<file path="config.mk">
export PLATFORM = sky130hd
export DESIGN_NAME = pc_unit
export DESIGN_NICKNAME = d
export VERILOG_FILES = /design/src/rtl/pc_pkg.sv /design/src/rtl/pc_redirect_sel.sv /design/src/rtl/pc_unit.sv
export SDC_FILE = /design/constraint.sdc
export NUM_CORES = 1
export LEC_CHECK = 0
export CAP_MARGIN = 20
export CORE_ASPECT_RATIO = 1.2
export CORE_UTILIZATION = 48
export DETAILED_ROUTE_END_ITERATION = 10
export PLACE_DENSITY = 0.89
export SYNTH_ARGS = -nofsm -noshare
export SYNTH_HDL_FRONTEND = slang
export SYNTH_SLANG_ARGS = --single-unit
</file>
<file path="constraint.sdc">
create_clock -name clk -period 2.7 [get_ports clk]
set_clock_uncertainty 0.1 [all_clocks]
set_input_delay 0.54 -clock clk [delete_from_list [all_inputs] [get_ports clk]]
set_output_delay 0.54 -clock clk [all_outputs]
set_load 0.01 [all_outputs]
</file>
<file path="src/rtl/pc_pkg.sv">
// Shared definitions for the program-counter unit.
// Holds:
//   - the FSM state encoding (BOOT, RUN, PEND)
//   - the redirect-source encoding (NONE, EXC, BR, JMP)
//   - the default width, increment and vector constants
// Redirect sources are numbered so that a larger value means a higher
// priority. Priority comparisons can then use a plain ">=".
package pc_pkg;

    typedef enum logic [1:0] {
        ST_BOOT = 2'd0,
        ST_RUN  = 2'd1,
        ST_PEND = 2'd2
    } pc_state_e;

    typedef enum logic [1:0] {
        SRC_NONE = 2'd0,
        SRC_JMP  = 2'd1,
        SRC_BR   = 2'd2,
        SRC_EXC  = 2'd3
    } redir_src_e;

    localparam int          DEF_WIDTH        = 32;
    localparam int          DEF_INCR         = 4;
    localparam logic [31:0] DEF_RESET_VECTOR = 32'h0000_0000;
    localparam logic [31:0] DEF_EXC_VECTOR   = 32'h0000_0080;

endpackage

</file>
<file path="src/rtl/pc_redirect_sel.sv">
// Combinational redirect resolver.
// Picks the winning redirect with priority exc > br_taken > jump, then checks
// that the winning target is aligned to INCR.
// Ports:
//   exc, br_taken, br_target, jump, jump_target : redirect requests
//   target   : resolved target (EXC_VECTOR for exc or a misaligned target)
//   src      : winning source, a redir_src_e value (SRC_NONE if no request)
//   misalign : the winning branch or jump target was misaligned
module pc_redirect_sel
    import pc_pkg::*;
#(
    parameter int               WIDTH      = DEF_WIDTH,
    parameter int               INCR       = DEF_INCR,
    parameter logic [WIDTH-1:0] EXC_VECTOR = WIDTH'(DEF_EXC_VECTOR)
) (
    input  logic             exc,
    input  logic             br_taken,
    input  logic [WIDTH-1:0] br_target,
    input  logic             jump,
    input  logic [WIDTH-1:0] jump_target,
    output logic [WIDTH-1:0] target,
    output logic [1:0]       src,
    output logic             misalign
);

    // INCR is a power of two, so INCR-1 masks exactly the low log2(INCR) bits.
    localparam logic [WIDTH-1:0] ALIGN_MASK = WIDTH'(INCR - 1);

    redir_src_e       src_e;
    logic [WIDTH-1:0] raw_target;

    always_comb begin
        src_e      = SRC_NONE;
        raw_target = '0;
        target     = '0;
        misalign   = 1'b0;
        if (exc) begin
            src_e = SRC_EXC;
        end else if (br_taken) begin
            src_e      = SRC_BR;
            raw_target = br_target;
        end else if (jump) begin
            src_e      = SRC_JMP;
            raw_target = jump_target;
        end

        if (src_e == SRC_EXC) begin
            target = EXC_VECTOR;
        end else if (src_e != SRC_NONE) begin
            // A misaligned branch or jump target is turned into an exception.
            if ((raw_target & ALIGN_MASK) != '0) begin
                target   = EXC_VECTOR;
                misalign = 1'b1;
            end else begin
                target = raw_target;
            end
        end
        src = src_e;
    end

endmodule

</file>
<file path="src/rtl/pc_unit.sv">
// Program counter for the IF stage.
// The PC advances by INCR every cycle, freezes while the hazard unit stalls,
// and takes exc, branch or jump redirects. A redirect that arrives during a
// stall is held in a pending register and applied when the stall releases.
// Ports:
//   clk, rst            : clock, asynchronous active-high reset
//   stall               : hold the PC
//   br_taken/br_target  : branch redirect
//   jump/jump_target    : jump redirect
//   exc                 : exception redirect to EXC_VECTOR
//   pc, pc_plus         : fetch address and fetch address + INCR
//   pc_valid            : fetch address is on the live path (RUN state)
//   misalign            : one-cycle pulse for a misaligned accepted target
//   dbg_state           : current FSM state (pc_state_e encoding)
module pc_unit
    import pc_pkg::*;
#(
    parameter int               WIDTH        = DEF_WIDTH,
    parameter int               INCR         = DEF_INCR,
    parameter logic [WIDTH-1:0] RESET_VECTOR = WIDTH'(DEF_RESET_VECTOR),
    parameter logic [WIDTH-1:0] EXC_VECTOR   = WIDTH'(DEF_EXC_VECTOR)
) (
    input  logic             clk,
    input  logic             rst,
    input  logic             stall,
    input  logic             br_taken,
    input  logic [WIDTH-1:0] br_target,
    input  logic             jump,
    input  logic [WIDTH-1:0] jump_target,
    input  logic             exc,
    output logic [WIDTH-1:0] pc,
    output logic [WIDTH-1:0] pc_plus,
    output logic             pc_valid,
    output logic             misalign,
    output logic [1:0]       dbg_state
);

    pc_state_e        state_q, state_d;
    logic [WIDTH-1:0] pc_q, pc_d;
    logic [WIDTH-1:0] pend_q, pend_d;
    logic [1:0]       pend_src_q, pend_src_d;
    logic             pc_valid_q, pc_valid_d;
    logic             misalign_q, misalign_d;

    logic [WIDTH-1:0] sel_target;
    logic [1:0]       sel_src;
    logic             sel_misalign;

    pc_redirect_sel #(
        .WIDTH      (WIDTH),
        .INCR       (INCR),
        .EXC_VECTOR (EXC_VECTOR)
    ) u_sel (
        .exc         (exc),
        .br_taken    (br_taken),
        .br_target   (br_target),
        .jump        (jump),
        .jump_target (jump_target),
        .target      (sel_target),
        .src         (sel_src),
        .misalign    (sel_misalign)
    );

    assign pc_plus = pc_q + WIDTH'(INCR);

    always_comb begin
        state_d    = state_q;
        pc_d       = pc_q;
        pend_d     = pend_q;
        pend_src_d = pend_src_q;
        misalign_d = 1'b0;
        case (state_q)
            ST_BOOT: begin
                state_d = ST_RUN;
            end
            ST_RUN: begin
                if (!stall) begin
                    pc_d       = (sel_src != SRC_NONE) ? sel_target : pc_plus;
                    misalign_d = sel_misalign;
                end else if (sel_src != SRC_NONE) begin
                    pend_d     = sel_target;
                    pend_src_d = sel_src;
                    misalign_d = sel_misalign;
                    state_d    = ST_PEND;
                end
            end
            ST_PEND: begin
                if (stall) begin
                    // Only an equal- or higher-priority request replaces the pending one.
                    if (sel_src != SRC_NONE && sel_src >= pend_src_q) begin
                        pend_d     = sel_target;
                        pend_src_d = sel_src;
                        misalign_d = sel_misalign;
                    end
                end else begin
                    // On release the pending target is applied. A fresh exc still wins.
                    pc_d       = (sel_src == SRC_EXC) ? EXC_VECTOR : pend_q;
                    pend_d     = '0;
                    pend_src_d = SRC_NONE;
                    state_d    = ST_RUN;
                end
            end
            default: begin
                state_d = ST_BOOT;
            end
        endcase
        pc_valid_d = (state_d == ST_RUN);
    end

    always_ff @(posedge clk or posedge rst) begin
        if (rst) begin
            state_q    <= ST_BOOT;
            pc_q       <= RESET_VECTOR;
            pend_q     <= '0;
            pend_src_q <= SRC_NONE;
            pc_valid_q <= 1'b0;
            misalign_q <= 1'b0;
        end else begin
            state_q    <= state_d;
            pc_q       <= pc_d;
            pend_q     <= pend_d;
            pend_src_q <= pend_src_d;
            pc_valid_q <= pc_valid_d;
            misalign_q <= misalign_d;
        end
    end

    assign pc        = pc_q;
    assign pc_valid  = pc_valid_q;
    assign misalign  = misalign_q;
    assign dbg_state = state_q;

endmodule
</file>
==> flow_metrics.py <==
metrics = {
    "floorplanning": {
        "core_um2": 9130,
        "start_util_pct": 50.1,
        "fp-row-count": 38,
        "die_w_um": 91.1,
        "die-area_um2": 9930,
        "ioPinCount": 138,
        "die_h_um": 109,
    },
    "clock_network": {
        "htreeDepth": 3,
        "cts_tree": "yes",
        "cts_root_buffer": "clkbuf_8",
        "clkTransAtPathRegs_ns": 0.10,
        "cts_buffer_depth": 2,
        "cts_hold_buf": 0,
        "cts_sinks": 70,
        "cts-buffers-inserted": 9,
        "worstSkewPairLatency_ns": 0.37,
    },
    "setup_path": {
        "r2r_setup_slack_ns": 0.08,
        "cp-start-kind": "flip-flop",
        "path_class": "flip-flop to output pin",
        "cp_cell_sequence": "nand4_2, or3_4, nor4_4, xor2_1, buf_2",
        "rr_startpoint": "dbg_state[0]",
        "crit_fanout": 4,
        "crit_cells": 5,
        "r2r_cells": 6,
        "cp-endpoint": "pc_plus[26]",
        "cp.required_ns": 2.06,
        "worst_r2r_endpoint": "pc[24]",
        "cp-end-kind": "output pin",
        "cp_top_family": "simple AND/OR/NAND/NOR gates",
        "critPathMaxStageDelay_ns": 0.46,
        "cp.arrival_ns": 2.09,
        "crit_buf_inv": 1,
        "startpoint": "pc[13]",
        "slowest_stage": "or3_4",
    },
    "yosys": {
        "synth_edf_count": 0,
        "synthArstFlopShare_pct": 100,
        "synth_commonest_cells": "dfrtp_1 (70), nor2_1 (56), a21oi_1 (41), o21ai_0 (32), mux2_2 (31)",
        "synth_fp_nets": 579,
        "synth_top_area_share_pct": 38.3,
        "ys_types": 61,
        "synth.most_common_cell": "dfrtp_1",
        "synth.area.top_cells": "dfrtp_1 (38%), mux2_2 (7.6%), nor2_1 (4.6%)",
        "yosys_warnings": 0,
        "seq_area_frac_synth_pct": 38.3,
        "synth_cells": 503,
        "ys.flop_type": "dfrtp_1",
        "syn_avg_cell_area_um2": 9.10,
        "synth.cell_area_um2": 4580,
        "yosys.area.top_type": "dfrtp_1",
        "synth-seq-cells": 70,
    },
    "global_routing": {
        "antenna_found_initial": 0,
        "track_usage_pct": 30.1,
        "grt_pass1_vias": 4881,
        "overflow": 0,
        "grt_pass1_wl_um": 23300,
        "grt_max_degree": 55,
    },
    "sta": {
        "slew_violations": 0,
        "period_share_pct": 101,
        "worst_slew_margin_rel_pct": 38.3,
        "period_minus_slack_ns": 2.73,
        "tightestPinTransition_ns": 0.925,
        "fin_tns_setup_ns": -0.0493,
        "hold_viol_final": 0,
        "fmax_mhz": 366,
        "setup_violations": 2,
        "setup_ws_ns": -0.0339,
        "rsz0062_at_grt": "yes",
    },
    "place": {
        "dpl-instance-area_um2": 6500,
        "dp_cells": 787,
        "gp_congestion": 0.904,
        "io_buffer_count": 137,
        "post-dp-hpwl_um": 10900,
    },
    "detailed_routing": {
        "routedWlPerCell_um": 19.4,
        "vias": 4913,
        "drt_iter0_markers": 473,
        "vias_per_cell": 6.04,
        "drc": 0,
        "drt_pass1_iterations": 5,
        "routed_wl_um": 15800,
        "drtAntennaViolNets": 0,
    },
    "final_layout": {
        "design_area_um2": 6890,
        "instances_no_fill": 813,
        "antennaDiodeCount": 0,
        "drive_above_1_share_pct": 25.1,
        "fillers": 615,
        "fin_nets": 764,
        "syn2layout_area_growth_pct": 50.7,
    },
    "power_and_ir_drop": {
        "power_density_nw_per_um2": 972,
        "vdd_drop_max_mv": 0.645,
        "leakage_nw": 3.02,
        "fin_total_pwr_w": 0.00670,
    },
    "outcome": {
        "status": "finished with violations",
        "failed_checks": "negative setup slack",
    },
    "run": {
        "drv_cap": 0,
    },
    "hold_path": {
        "hold_class": "primary input to asynchronous set/reset pin",
    },
}
==> worst min-delay path by stage <==
stage	cells past startpoint	slack [ns]	endpoint	startpoint
after floorplan	1	0.35	pend_q[0]	pend_q[0]
after global placement	1	0.37	pend_q[1]	pend_q[1]
after detailed placement	1	0.38	pend_q[0]	pend_q[0]
after CTS	1	0.40	pend_q[28]	pend_q[28]
after global routing	2	0.42	pc[17]	rst
final	2	0.39	pc[17]	rst
==> layer usage <==
metal	track usage (%)	part of all wire, %
met5	0	0
met4	15.8	4.0
met3	4.11	6.5
met2	55.3	52
met1	34.2	37
==> report_power, final <==
group | switching (W) | leakage [nW] | internal (W)
Combinational | 0.00187 | 1.99 | 0.00196
Sequential | 0.000334 | 0.902 | 0.00144
Clock | 0.000426 | 0.130 | 0.000666
==> cell type report <==
class / instances / area, um^2 / share of cell area (%)
inverters: 15 / 56.3 / 0.817
clock buffers: 11 / 151 / 2.20
clock inverters: 5 / 104 / 1.51
well taps: 120 / 150 / 2.18
flip-flops and latches: 70 / 1750 / 25.4
repair buffers: 217 / 2000 / 29.0
multi-input cells: 375 / 2680 / 38.9
==> state kept, by name (all words and copies together) (netlist names) <==
| name | flops |
|---|---|
| pc | 32 |
| dbg_state | 2 |
| pend_q | 32 |
| misalign | 1 |
| pc_valid | 1 |
| pend_src_q | 2 |
==> kinds of logic after synthesis <==
logic type	Yosys count	synth area share (%)
AOI/OAI and AO/OA	159	23.1
and+or+nand+nor	149	17.8
DFF	70	38.3
buffers and inverters	58	5.66
muxes	33	8.09
xor gates and xnor gates	28	5.36
adders and majority gates	6	1.64
==> timing repair <==
item | CTS | global route
endpoints found under the setup margin | 22 | 16
buffers inserted | 6 | 4
gates resized for setup | 45 | 27
hold endpoints to repair | 0 | 0
pin swaps | 5 | 8
==> per-stage QoR <==
step / hold slack, ns / util (%) / setup slack [ns]
6_report: 0.388 / 75.5 / -0.0339
3_5_place_dp: 0.381 / 71.3 / -0.222
5_1_grt: 0.424 / 75.5 / -0.117
4_1_cts: 0.400 / 74.8 / -0.0287
3_3_place_gp: 0.371 / 71.3 / -0.112
2_1_floorplan: 0.353 / - / -0.000547
==> cell usage in the layout, fill, tap and decap left out, types with 12 or more instances in the layout <==
| cell type | Yosys | final |
|---|---|---|
| clkdlybuf4s50_1 | 0 | 113 |
| buf_4 | 5 | 73 |
| dfrtp_1 | 70 | 69 |
| nor2_1 | 56 | 53 |
| a21oi_1 | 41 | 41 |
| o21ai_0 | 32 | 32 |
| mux2_2 | 31 | 31 |
| a22oi_1 | 23 | 23 |
| xnor2_1 | 22 | 21 |
| nand2_1 | 20 | 20 |
| inv_1 | 15 | 14 |
| nand3_1 | 16 | 12 |
(Power assumes the default switching activity.)
==> RTL change 1, RTL diff (config.mk and constraints unchanged) <==
Put one more register stage on the output `dbg_state`, with the module's reset. The value now appears one clock later. The other outputs are not delayed to match.
--- a/src/rtl/pc_unit.sv
+++ b/src/rtl/pc_unit.sv
@@ -128,6 +128,12 @@
     assign pc        = pc_q;
     assign pc_valid  = pc_valid_q;
     assign misalign  = misalign_q;
-    assign dbg_state = state_q;
+    always_ff @(posedge clk or posedge rst) begin
+        if (rst) begin
+            dbg_state <= '0;
+        end else begin
+            dbg_state <= state_q;
+        end
+    end
 
 endmodule
Function: changed (Yosys sat finds a counterexample within 4 cycles, from zero or initial values and one cycle with rst high).
==> RTL change 1 against the original RTL <==
  * The flow still finishes with violations (setup timing)
  * Fmax down 4.1%
  * Area after synthesis up 3.6%
  * Sequential cell count up 2
  * Count of clock-buffer cells in the layout unchanged
  * Clock power up 29%
  * Core utilization up 2.4 points
  * Setup slack worse by 0.12 ns
  * Total power up 1.4%
  * Sequential share of layout area down 1.3 points
  * Final cell count up 3.3%
  * Final area up 8.1%
  * Worst hold slack worse by 0.046 ns
  * Via count up 9.3%
  * Routed wire length up 16%
  * Largest cell class unchanged
  * Largest power group unchanged
==> RTL change 1: results (changes against the original RTL) <==
{
  "status": "finished with violations",
  "violated_checks": "setup timing",
  "p_leak": {"value": 3.38, "unit": "nW", "change": "+12%"},
  "timing.rr.end": "pc[5]",
  "fraction_of_area_in_clock_buffers_and_inverters": {"value": 4.65, "unit": "%", "change": "+0.95 points"},
  "max_slew_margin": {"value": 57.3, "unit": "%", "change": "+19 points"},
  "clock_power": {"value": 1.41, "unit": "mW", "change": "+29%"},
  "cp_data_arrival_time": {"value": 2.21, "unit": "ns", "change": "+0.12 ns"},
  "grt_max_degree": {"value": 73, "change": "+33%"},
  "synth.lib_cells_used.distinct": {"value": 62, "change": "+1.6%"},
  "final_critical_path_setup_slack": {"value": -0.151, "unit": "ns", "change": "-0.117 ns"},
  "netlist_top_cells_count": "72 x sky130_fd_sc_hd__dfrtp_1, 39 x sky130_fd_sc_hd__nor2_1, 31 x sky130_fd_sc_hd__mux2_2",
  "final_layout_size_suffix_gt1_share": {"value": 30.5, "unit": "%", "change": "+5.4 points"},
  "non_clock_buffering_overhead": {"value": 29.8, "unit": "%", "change": "+0.81 points"},
  "worst_setup_path_startpoint": "pc[3]",
  "layout.nets": {"value": 788, "change": "+3.1%"},
  "detailedPlace.worstSlack": {"value": -0.127, "unit": "ns", "change": "+0.0950 ns"},
  "totalPowerFinal": {"value": 6.80, "unit": "mW", "change": "+1.4%"},
  "n_multi_input_combinational_cell": {"value": 370, "change": "-1.3%"},
  "wl_met1": {"value": 6.55, "unit": "mm", "change": "+12%"},
  "complex_gate_fraction_of_the_synthesized_area": {"value": 22.8, "unit": "%", "change": "-0.31 points"},
  "timing.final.setup_violations": {"value": 12, "change": "+10"},
  "routed-wl-met3": {"value": 1.48, "unit": "mm", "change": "+43%"},
  "sh_seq_area": {"value": 24.2, "unit": "%", "change": "-1.3 points"},
  "clkSlewWorstSetupHoldPaths": {"value": 0.06, "unit": "ns", "change": "-0.04 ns"},
  "timing.critical_path.slowest_stage_cell": "sky130_fd_sc_hd__or4_4",
  "count_of_non_cts_buffers_in_the_layout": {"value": 243, "change": "+12%"}
}
[RTL change 1: cell types whose count changed after synthesis, sizes merged, moves of 4 or more]
cell | before | now
nand2 | 20 | 28
a221o | 3 | 12
nor2 | 57 | 40
o2bb2ai | 2 | 6
a22oi | 23 | 8
nor2b | 9 | 22
xor2 | 6 | 15
nor3 | 8 | 18
nand4 | 12 | 6
a22o | 6 | 21
a21oi | 41 | 29
xnor2 | 22 | 13
o21ai | 35 | 25
[RTL change 1: how the worst min path moves through the flow]
stage                          start      endpoint  slack (ns)  cells after the start
after floorplan           state_q[1]  dbg_state[1]        0.30                      0
after global placement    state_q[1]  dbg_state[1]        0.32                      0
after detailed placement  state_q[1]  dbg_state[1]        0.33                      0
after CTS                 state_q[1]  dbg_state[1]        0.35                      0
after global routing      state_q[1]  dbg_state[1]        0.38                      0
final                     state_q[1]  dbg_state[1]        0.34                      0
==> RTL change 2, RTL diff (config.mk and constraints unchanged) <==
Made on the original files. Change the package constant `DEF_WIDTH` from 32 to 28.
--- a/src/rtl/pc_pkg.sv
+++ b/src/rtl/pc_pkg.sv
@@ -20,7 +20,7 @@
         SRC_EXC  = 2'd3
     } redir_src_e;
 
-    localparam int          DEF_WIDTH        = 32;
+    localparam int          DEF_WIDTH        = 28;
     localparam int          DEF_INCR         = 4;
     localparam logic [31:0] DEF_RESET_VECTOR = 32'h0000_0000;
     localparam logic [31:0] DEF_EXC_VECTOR   = 32'h0000_0080;
Interface: changed (resized br_target, jump_target, pc and pc_plus); port bits go from 138 to 122. No check against the original RTL was run, so the function may have changed too.
==> RTL change 2 against the original RTL <==
  * Final area shrank 12%
  * Area after synthesis shrank 11%
  * Sequential cell count decreased by 8
  * Routed wire length decreased by 15%
  * Register-to-register slack gained 0.39 ns
  * Synthesized cell count shrank 13%
  * Clock power shrank 39%
  * Critical path depth is 1 higher
  * Setup slack better by 0.081 ns
  * Total power fell by 19%
  * Global-route usage down 0.73 points
  * Largest power group unchanged
  * Highest routed layer unchanged
==> RTL change 2: results (changes against the original RTL) <==
{
  "detailedPlacementHpwl": {"value": 9.45, "unit": "mm", "change": "-13%"},
  "total_via_count_in_the_routed_design": {"value": 4378, "change": "-11%"},
  "timing.critical_path.slowest_stage_cell": "sky130_fd_sc_hd__dfrtp_1",
  "grt_use_met3": {"value": 3.84, "unit": "%", "change": "-0.27 points"},
  "layout.nets": {"value": 670, "change": "-12%"},
  "status": "completed",
  "grt_first_pass_wirelength": {"value": 20.1, "unit": "mm", "change": "-14%"},
  "detailedPlace.worstSlack": {"value": -0.516, "unit": "ns", "change": "-0.294 ns"},
  "hold_path_class": "register to register",
  "layout_worst_path_cycle_share": {"value": 98.3, "unit": "%", "change": "-3.0 points"},
  "cpLargestDelayFamily": "buffers and inverters",
  "synthesis.nets": {"value": 506, "change": "-13%"},
  "crit_path_max_fanout": {"value": 6, "change": "+2"},
  "yosys-top-cells-area": "sky130_fd_sc_hd__dfrtp_1 38%, sky130_fd_sc_hd__mux2_2 7.4%, sky130_fd_sc_hd__xnor2_1 3.6%",
  "clkSlewWorstSetupHoldPaths": {"value": 0.06, "unit": "ns", "change": "-0.04 ns"},
  "cp_data_arrival_time": {"value": 2.01, "unit": "ns", "change": "-0.08 ns"},
  "slew_worst_pin": {"value": 0.777, "unit": "ns", "change": "-0.148 ns"},
  "critPathCapture": "pc_plus[15]",
  "p_leak": {"value": 2.68, "unit": "nW", "change": "-11%"},
  "drt_first_iter_violations": {"value": 340, "change": "-28%"},
  "grt_util_met2": {"value": 53.4, "unit": "%", "change": "-1.9 points"},
  "r2r-start": "dbg_state[1]",
  "final_layout_size_suffix_gt1_share": {"value": 23.4, "unit": "%", "change": "-1.7 points"},
  "routabilityCongestion": {"value": 0.958, "change": "+5.9%"},
  "place.detailed.instances": {"value": 694, "change": "-12%"},
  "clk_latency": {"value": 0.34, "unit": "ns", "change": "-0.03 ns"},
  "ctsResizeCount": {"value": 28, "change": "-38%"},
  "wirelength": {"value": 13.4, "unit": "mm", "change": "-15%"},
  "first_pass_iters": {"value": 8, "change": "+3"},
  "worst_setup_path_startpoint": "pc[7]",
  "postPlaceCellArea": {"value": 5750, "unit": "µm²", "change": "-12%"},
  "vias_in_the_first_global_route": {"value": 4170, "change": "-15%"},
  "track_usage": {"value": 29.4, "unit": "%", "change": "-0.73 points"},
  "groute.layer.met1.usage": {"value": 33.9, "unit": "%", "change": "-0.28 points"},
  "seq_area_frac_synth": {"value": 38.0, "unit": "%", "change": "-0.27 points"},
  "netlist_top_cells_count": "62 x sky130_fd_sc_hd__dfrtp_1, 30 x sky130_fd_sc_hd__nor2_1, 28 x sky130_fd_sc_hd__a21oi_1",
  "io_buffers": {"value": 121, "change": "-12%"},
  "synth.avg_cell_area": {"value": 9.32, "unit": "µm²", "change": "+2.4%"},
  "number_of_vias_per_cell": {"value": 6.08, "change": "+0.62%"},
  "hold_ws": {"value": 0.399, "unit": "ns", "change": "+0.0105 ns"},
  "synth.lib_cells_used.distinct": {"value": 50, "change": "-18%"},
  "timing.rr.end": "pend_q[12]"
}
-- RTL change 2: cell families (layout without fill, tap and decap cells) --
| kind of cell | count (synthesis) | in the layout | share of synthesized area, % |
|---|---|---|---|
| AOI/OAI and AO/OA | 139 | 139 | 25.5 |
| and+or+nand+nor | 126 | 127 | 15.6 |
| DFF | 62 | 62 | 38.0 |
| buffers and inverters | 53 | 220 | 6.19 |
| muxes | 28 | 28 | 7.69 |
| xor gates and xnor gates | 24 | 24 | 5.15 |
| adders and majority gates | 6 | 6 | 1.84 |
-- RTL change 2: worst register-to-register path, cell delays in order (launching register included) --
cell and delay (ns):
sky130_fd_sc_hd__dfrtp_1 0.42, sky130_fd_sc_hd__ha_1 0.23, sky130_fd_sc_hd__buf_4 0.20, sky130_fd_sc_hd__nor2b_1 0.15
sky130_fd_sc_hd__or4_1 0.52, sky130_fd_sc_hd__buf_4 0.23, sky130_fd_sc_hd__nor2b_1 0.15, sky130_fd_sc_hd__mux2_2 0.17
-- RTL change 2: routing by layer --
layer	wire, µm	vias to the layer above
met2	7040	274
met1	4900	2105
met4	499	0
met3	1010	47
li1	-	1952
met5	0	-
-- RTL change 2: final cells by class --
| cell class | count | area, µm² |
|---|---|---|
| Clock buffer | 13 | 139 |
| Clock inverter | 2 | 10.0 |
| Fill cell | 602 | 2160 |
| Inverter | 19 | 71.3 |
| Multi-Input combinational cell | 324 | 2370 |
| Sequential cell | 62 | 1560 |
| Tap cell | 114 | 143 |
| Timing Repair Buffer | 186 | 1740 |
-- RTL change 2: where the power goes --
part / internal (mW) / leakage (nW) / switching (mW) / total [mW]
Sequential: 1.28 / 0.800 / 0.289 / 1.57
Combinational: 1.70 / 1.80 / 1.49 / 3.19
Clock: 0.326 / 0.0773 / 0.344 / 0.670
Total: 3.31 / 2.68 / 2.12 / 5.43
